$ cat src/rtl/snn_pkg.sv
// Shared widths, helper function and FSM state type for the SNN neuron datapath.
package snn_pkg;

    localparam int unsigned DefW    = 8;
    localparam int unsigned DefOutW = 8;

    typedef enum logic {StIdle, StAccum} acc_state_e;

    // Ceiling log2; clog2(1) = 0.
    function automatic int unsigned clog2(input int unsigned v);
        int unsigned r;
        r = 0;
        for (int i = 0; i < 32; i++) begin
            if ((longint'(1) << i) < longint'(v)) r = i + 1;
        end
        return r;
    endfunction

endpackage

$ cat src/rtl/spike_weight_lane_sum.sv
// Combinational signed sum of LANES weights, each gated by its spike bit.
module spike_weight_lane_sum
    import snn_pkg::*;
#(
    parameter int unsigned LANES = 4,
    parameter int unsigned W     = DefW,
    parameter int unsigned SUM_W = 14
) (
    input  logic [LANES-1:0]       i_spikes,
    input  logic [LANES*W-1:0]     i_weights,
    output logic signed [SUM_W-1:0] o_lane_sum
);

    logic signed [SUM_W-1:0] w_ext;

    always_comb begin
        o_lane_sum = '0;
        w_ext      = '0;
        for (int i = 0; i < LANES; i++) begin
            w_ext = {{(SUM_W-W){i_weights[i*W+W-1]}}, i_weights[i*W +: W]};
            if (i_spikes[i]) o_lane_sum = o_lane_sum + w_ext;
        end
    end

endmodule

$ cat src/rtl/input_current_accumulator.sv
// Multi-cycle synaptic current accumulator: captures spikes/weights on start and
// sums LANES gated weights per cycle, then saturates or wraps to OUT_W bits.
module input_current_accumulator
    import snn_pkg::*;
#(
    parameter int unsigned M        = 24,
    parameter int unsigned W        = DefW,
    parameter int unsigned LANES    = 4,
    parameter int unsigned OUT_W    = DefOutW,
    parameter int unsigned SATURATE = 1
) (
    input  logic                    clk,
    input  logic                    reset_n,
    input  logic                    start,
    input  logic [M-1:0]            input_spikes,
    input  logic [M*W-1:0]          weights,
    output logic                    busy,
    output logic                    done,
    output logic signed [OUT_W-1:0] input_current,
    output logic                    saturated
);

    localparam int unsigned NCHUNK = (M + LANES - 1) / LANES;
    localparam int unsigned SUM_W  = W + clog2(M) + 1;
    localparam int unsigned CNT_W  = (NCHUNK > 1) ? clog2(NCHUNK) : 1;
    localparam int unsigned PAD_M  = NCHUNK * LANES;
    localparam int          MaxI   = (1 << (OUT_W - 1)) - 1;
    localparam logic signed [SUM_W-1:0] MaxOut = SUM_W'(MaxI);
    localparam logic signed [SUM_W-1:0] MinOut = SUM_W'(-MaxI - 1);

    acc_state_e              r_state;
    logic [M-1:0]            r_spikes;
    logic [M*W-1:0]          r_weights;
    logic signed [SUM_W-1:0] r_acc;
    logic [CNT_W-1:0]        r_chunk;
    logic                    r_busy;
    logic                    r_done;
    logic signed [OUT_W-1:0] r_current;
    logic                    r_sat;

    logic [PAD_M-1:0]        w_spk_pad;
    logic [PAD_M*W-1:0]      w_wgt_pad;
    logic [LANES-1:0]        w_chunk_spk;
    logic [LANES*W-1:0]      w_chunk_wgt;
    logic signed [SUM_W-1:0] w_lane_sum;
    logic signed [SUM_W-1:0] w_total;
    logic signed [OUT_W-1:0] w_next_cur;
    logic                    w_next_sat;

    // Zero padding makes lanes beyond M contribute nothing in a partial last chunk.
    always_comb begin
        w_spk_pad            = '0;
        w_spk_pad[M-1:0]     = r_spikes;
        w_wgt_pad            = '0;
        w_wgt_pad[M*W-1:0]   = r_weights;
    end

    assign w_chunk_spk = w_spk_pad[r_chunk*LANES +: LANES];
    assign w_chunk_wgt = w_wgt_pad[r_chunk*LANES*W +: LANES*W];

    spike_weight_lane_sum #(
        .LANES (LANES),
        .W     (W),
        .SUM_W (SUM_W)
    ) u_lane_sum (
        .i_spikes   (w_chunk_spk),
        .i_weights  (w_chunk_wgt),
        .o_lane_sum (w_lane_sum)
    );

    assign w_total = r_acc + w_lane_sum;

    always_comb begin
        w_next_cur = w_total[OUT_W-1:0];
        w_next_sat = 1'b0;
        if (SATURATE != 0) begin
            if (w_total > MaxOut) begin
                w_next_cur = MaxOut[OUT_W-1:0];
                w_next_sat = 1'b1;
            end else if (w_total < MinOut) begin
                w_next_cur = MinOut[OUT_W-1:0];
                w_next_sat = 1'b1;
            end
        end
    end

    always_ff @(posedge clk or negedge reset_n) begin
        if (!reset_n) begin
            r_state   <= StIdle;
            r_spikes  <= '0;
            r_weights <= '0;
            r_acc     <= '0;
            r_chunk   <= '0;
            r_busy    <= 1'b0;
            r_done    <= 1'b0;
            r_current <= '0;
            r_sat     <= 1'b0;
        end else begin
            r_done <= 1'b0;
            unique case (r_state)
                StIdle: begin
                    if (start) begin
                        r_spikes  <= input_spikes;
                        r_weights <= weights;
                        r_acc     <= '0;
                        r_chunk   <= '0;
                        r_busy    <= 1'b1;
                        r_state   <= StAccum;
                    end
                end
                StAccum: begin
                    if (r_chunk == CNT_W'(NCHUNK - 1)) begin
                        r_current <= w_next_cur;
                        r_sat     <= w_next_sat;
                        r_done    <= 1'b1;
                        r_busy    <= 1'b0;
                        r_state   <= StIdle;
                    end else begin
                        r_acc   <= w_total;
                        r_chunk <= r_chunk + CNT_W'(1);
                    end
                end
                default: r_state <= StIdle;
            endcase
        end
    end

    assign busy          = r_busy;
    assign done          = r_done;
    assign input_current = r_current;
    assign saturated     = r_sat;

endmodule

$ cat config.mk
export PLATFORM = sky130hd
export DESIGN_NAME = input_current_accumulator
export DESIGN_NICKNAME = d
export VERILOG_FILES = /design/src/rtl/snn_pkg.sv /design/src/rtl/spike_weight_lane_sum.sv /design/src/rtl/input_current_accumulator.sv
export SDC_FILE = /design/constraint.sdc
export NUM_CORES = 1
export LEC_CHECK = 0
export ABC_CLOCK_PERIOD_IN_PS = 8000
export BUFFER_PORTS_ARGS = -buffer_cell sky130_fd_sc_hd__buf_4
export CORE_ASPECT_RATIO = 1.25
export CORE_MARGIN = 2
export CORE_UTILIZATION = 50
export CTS_BUF_LIST = sky130_fd_sc_hd__clkbuf_4 sky130_fd_sc_hd__clkbuf_8
export DETAILED_ROUTE_END_ITERATION = 7
export PLACE_DENSITY = 0.71
export SLEW_MARGIN = 20
export SYNTH_ARGS = -nofsm -noshare
export SYNTH_HDL_FRONTEND = slang
export SYNTH_SLANG_ARGS = --single-unit
$ cat constraint.sdc
create_clock -name clk -period 8 [get_ports clk]
set_clock_uncertainty 0.2 [all_clocks]
set_input_delay 1.2 -clock clk [delete_from_list [all_inputs] [get_ports clk]]
set_output_delay 1.2 -clock clk [all_outputs]
set_load 0.05 [all_outputs]
; After elaboration in Yosys (flattened, before gate mapping)
; Cells that the tools add are included.
[totals]
input_bits = 219
word_cells = 49
output_inout_bits = 11
regBits = 245
[op_classes]
eq_ne = 4
n_bitwise = 1
n_mux = 22
order_cmp = 2
reduce_logical = 4
n_addsub = 5
shift = 2
[op_table]
columns = operator, count
row1 = variable part select 192 x 9 -> 32 bit, 1
row2 = two-way mux 14 bit, 6
row3 = adder 14 x 8 -> 14 bit, 3
row4 = one-hot mux 14 bit (2 select lines), 1
row5 = variable part select 24 x 6 -> 4 bit, 1
row6 = two-way mux 8 bit, 2
row7 = adder 14 bit, 1
row8 = > comparator 14 x 8 -> 1 bit (second input constant), 1
row9 = < comparator 14 x 8 -> 1 bit (second input constant), 1
row10 = two-way mux 1 bit, 8
row11 = AND reduction 2 bit, 4
row12 = two-way mux 3 bit, 2
row13 = one-hot mux 3 bit (2 select lines), 1
row14 = inequality test 2 bit (second input constant), 2
row15 = one-hot mux 1 bit (2 select lines), 2
row16 = adder 3 x 1 -> 3 bit (second input constant), 1
row17 = equality test 3 bit (second input constant), 1
row18 = inequality test 2 x 1 -> 1 bit (second input constant), 1
row19 = inverter 1 bit, 1

; Depth between registers and ports, before layout
[depth]
word_depth = 12
mapped_depth = 41
depth_no_buf = 37

; Modules after synthesis
; A second synthesis with hierarchy kept.
[hier_totals]
cells_unflattened = 1586
area_unflattened_um2 = 13733.2
[by_module_without_submodules]
columns = mod, cells_per_inst, instances, seq_area_each_um2, area_each_um2
row1 = input_current_accumulator, 1294, 1, 6130.9, 11659.9
row2 = spike_weight_lane_sum, 292, 1, 0.0, 2073.2

; Least setup slack after synthesis
; No wires, ideal clock.
[synth_path]
kind = register to register
startpoint = register r_chunk[0]
endpoint = register r_sat, in the netlist saturated
t_arrival_ns = 8.002
setup_time_ns = 0.082
synth_period_minus_slack_ns = 8.283
path_stages_with_launch = 38
path_buffers = 5
setup_slack_ns = -0.283
required_ns = 7.718
cell_sequence = dfrtp_1 -> buf_6 -> buf_4 -> buf_2 -> buf_2 -> buf_2 -> mux4_2 -> nand2_1 -> o21ai_0 -> ha_1 -> inv_1 -> fa_1 -> nor2_1 -> a21oi_1 -> fa_1 -> nor2b_1 -> o21ai_0 -> a21oi_1 -> (+2 left out) -> nor2_1 -> mux2_2 -> ha_1 -> a21boi_0 -> o21a_1 -> nor2_1 -> xnor2_1 -> mux2_2 -> ha_1 -> a21o_1 -> a21o_1 -> a21oi_1 -> o31ai_1 -> a31oi_1 -> xnor2_2 -> xnor3_1 -> a311o_2 -> o211ai_2
[synth_between]
elab_chain_cells = 12
elab_cells_between_ends = 16
classes_between = add/sub: 4 / order compare: 2 / eq/ne: 1 / shift: 2 / mux: 6 / reduce/logical: 1
[synth_rtl]
columns = item, line_no
row1 = "start, declared", input_current_accumulator.sv:35  ; logic [CNT_W-1:0] r_chunk;
row2 = "start signal, assigned", input_current_accumulator.sv:120  ; r_chunk <= r_chunk + CNT_W'(1);
row3 = variable part select 192 x 9 -> 32 bit / variable part select 24 x 6 -> 4 bit (equally long branches), "input_current_accumulator.sv:59, input_current_accumulator.sv:58"
row4 = two-way mux 14 bit, spike_weight_lane_sum.sv:21  ; if (i_spikes[i]) o_lane_sum = o_lane_sum + w_ext;
row5 = adder 14 x 8 -> 14 bit, spike_weight_lane_sum.sv:21
row6 = two-way mux 14 bit, spike_weight_lane_sum.sv:21
row7 = adder 14 x 8 -> 14 bit, spike_weight_lane_sum.sv:21
row8 = two-way mux 14 bit, spike_weight_lane_sum.sv:21
row9 = adder 14 x 8 -> 14 bit, spike_weight_lane_sum.sv:21
row10 = two-way mux 14 bit, spike_weight_lane_sum.sv:21
row11 = adder 14 bit, input_current_accumulator.sv:71  ; assign w_total = r_acc + w_lane_sum;
row12 = < comparator 14 x 8 -> 1 bit, input_current_accumulator.sv:80  ; end else if (w_total < MinOut) begin
row13 = two-way mux 1 bit, input_current_accumulator.sv:80
row14 = two-way mux 1 bit, input_current_accumulator.sv:77  ; if (w_total > MaxOut) begin
row15 = "end signal, assigned", input_current_accumulator.sv:114  ; r_sat <= w_next_sat;
row16 = "end, declared", input_current_accumulator.sv:39  ; logic r_sat;
; Parallel ways exist; a longest one is shown, timed or not.
; A chain may end at the register's enable or synchronous reset.

; Final worst setup path
; Same ends and word-level chain as after synthesis.

==> key figures <==
Synthesis
  • Synth top area share: 46.1%
  • Post-synthesis sequential area ratio: 46.1%
  • Count leader, synth: nand2_1
  • Netlist Area Pre-Place: 13300 um2
  • Synth cell types: 56
  • Post-synthesis register bit count: 245
  • Synth cell count leaders: 724 x nand2_1, 245 x dfrtp_1, 77 x o21ai_0
  • Ys flop type: dfrtp_1
  • Post-synth EDFFs: 0
  • Gate Count Post-Synth: 1551
  • Synth area leaders: dfrtp_1 46%, nand2_1 20%, mux4_2 5.9%, ha_1 4.6%, o21ai_0 2.9%
  • Syn Nets: 1823
  • Post-synth ARST share: 100%
  • Synth Area per Inst: 8.57 um2
  • Synthesis Warnings: 0
  • Cell taking the most area after synthesis: dfrtp_1

Run status
  • Status: finished, final reports clean

Finish
  • Diode count: 0
  • Final nets: 2043
  • Register Area: 6140 um2
  • Area growth from synthesis to layout: 22.8%
  • Core Util, Final: 62.6%
  • Non-Filler Instances: 2141
  • Layout cells sized above 1: 22.5%
  • Fillcell total: 2333
  • Multi-input logic area: 6850 um2

Hold path
  • Hold Crit Start: r_weights[70]
  • Worst hold path class: reg2reg

Drt
  • WL/cell: 16.2 um
  • Detail Route Antenna Nets: 0
  • Final WL: 34.7 mm
  • Total number of vias: 11300
  • Vias/cell: 5.28
  • Detailed router's first-iteration violation count: 618
  • DRC viols: 0
  • DR pass1 iterations: 7

Clock network
  • CTS tree: built
  • Total CTS buffers: 41
  • TritonCTS Sinks: 245
  • Clock Tree Root: clkbuf_8
  • Clock latency on the worst-skew pair: 550 ps
  • Clk slew on worst S/H paths: 60 ps
  • H-tree depth: 2
  • Hold_buf cts: 0
  • Clock Path Buffers: 3

Floorplan
  • Die area: 27900 um2
  • Initial Util: 50.9%
  • Height of the die: 186 um
  • Row count: 66
  • Ports: 230
  • DIE WIDTH: 150 um
  • Core area: 26100 um2

Setup path
  • Worst path max stage delay: 610 ps
  • Worst path bufs/invs: 3
  • Critical Path AT: 7920 ps
  • Crit path required time: 8260 ps
  • Crit path max-delay family: compound AO/OA/AOI/OAI gates
  • Reg2reg start: r_chunk[0]
  • Crit Path Max Fanout: 8
  • Critical-path top delay cell: mux4_1
  • Most frequent CP cell: a21oi_1
  • Origin of the worst setup path: r_chunk[0]
  • Kind of critical path: reg2reg
  • Critical Path Source Type: flip-flop
  • CP endpoint kind: flip-flop

Timing
  • Hold Vio Cnt, Final: 0
  • Max-slew violation count: 0
  • Period utilization: 95.7%
  • Setup-failing EPs final: 0
  • Tmin final: 7660 ps
  • Worst Max-Slew Pin Slew: 1030 ps
  • Max-slew headroom: 31.4%
  • Max frequency: 131 MHz
  • RSZ-0062 raised after global routing: yes

Run
  • Max-Cap Viols: 0

Global route
  • Largest net degree at the start of global routing: 170
  • Initial antenna violation count: 0
  • Vias in the first global route: 11600
  • Gr ovfl total: 0
  • GRT Total Usage: 25.1%
  • First-pass GRT wire length: 56.6 mm

Placement
  • Buffers on Ports: 229
  • GPL Wtd Cong: 0.907
  • Placed Cells: 2064
  • Post-DP HPWL: 24.6 mm
## tightest hold or removal path: cells and delay by family (launching register included)
family,cells,cell delay (ps)
AND/OR/NAND/NOR,2,110
flip-flops,1,330
## registers in the layout, summed over array words and instances, names as in the netlist
register	cells
input_current	8
r_spikes	24
r_state	1
saturated	1
done	1
busy	1
r_chunk	3
r_weights	192
r_acc	14
## path summary, 6_finish.rpt
path / endpoint / slack, ps / cells after the start
hold / removal: r_weights[70] / 270 / 2
max in group asynchronous: r_weights[24] / 5790 / 2
setup / recovery: saturated / 340 / 35
min in group asynchronous: r_spikes[2] / 410 / 1
hold reg to reg: r_weights[70] / 270 / 2
setup reg to reg: saturated / 340 / 35
## timing repair
action,CTS,global route
setup buffers,0,4
setup endpoints to repair,0,10
resized for setup,0,30
## cell type report
cell class	instances	area share [%]
clock buffers	64	4.78
clock inverters	9	0.360
inverters	29	0.667
multi-input cells	1198	42.0
flip-flops and latches	245	37.6
well taps	340	2.61
repair buffers	256	12.0
## layout by cell type (no fill, tap or decap), types with 8 or more instances in the layout
cell type | Yosys | final
nand2_1 | 724 | 724
buf_4 | 1 | 252
dfrtp_1 | 245 | 243
o21ai_0 | 77 | 68
nor2_1 | 58 | 58
ha_1 | 49 | 48
clkbuf_8 | 0 | 48
mux2i_1 | 37 | 37
mux4_2 | 35 | 35
a21oi_1 | 39 | 32
inv_1 | 29 | 29
xor2_1 | 16 | 16
clkbuf_4 | 0 | 16
nand3_1 | 15 | 15
xnor2_1 | 13 | 13
nor3_1 | 12 | 12
a21o_1 | 12 | 12
o21ai_1 | 1 | 10
mux2_2 | 10 | 10
o21a_1 | 9 | 9
nor2b_1 | 9 | 8
a211oi_1 | 9 | 8
## through the flow
step	setup slack (ps)	hold slack [ps]	TNS (ps)	cell area, um2
5_1_grt	-142	282	-896	16300
2_1_floorplan	61.7	237	0	13300
4_1_cts	63.1	272	0	16200
3_5_place_dp	123	258	0	15400
3_3_place_gp	245	252	0	15400
6_report	341	267	0	16300
## cell families (layout without fill, tap and decap cells)
logic type	count (synthesis)	in the layout	share of synthesized area, %
multiplexers	83	83	9.76
adder cells (fa/ha/maj)	53	53	5.21
XOR/XNOR	32	32	2.32
buffers and inverters	108	358	3.19
AO/OA/AOI/OAI	188	188	8.67
flip-flops	245	245	46.1
AND/OR/NAND/NOR	842	842	24.7
## metal layers
metal  routed length (um)  GRT usage (%)  up-vias
li1                     -              -     5528
met1                15200           34.0     5389
met2                16600           40.8      301
met3                 1680           3.96       82
met4                 1210           9.18        0
met5                    0              0        -
Power is not shown: default switching activity piles up to over one toggle a cycle in this logic, so the estimate is an artifact.
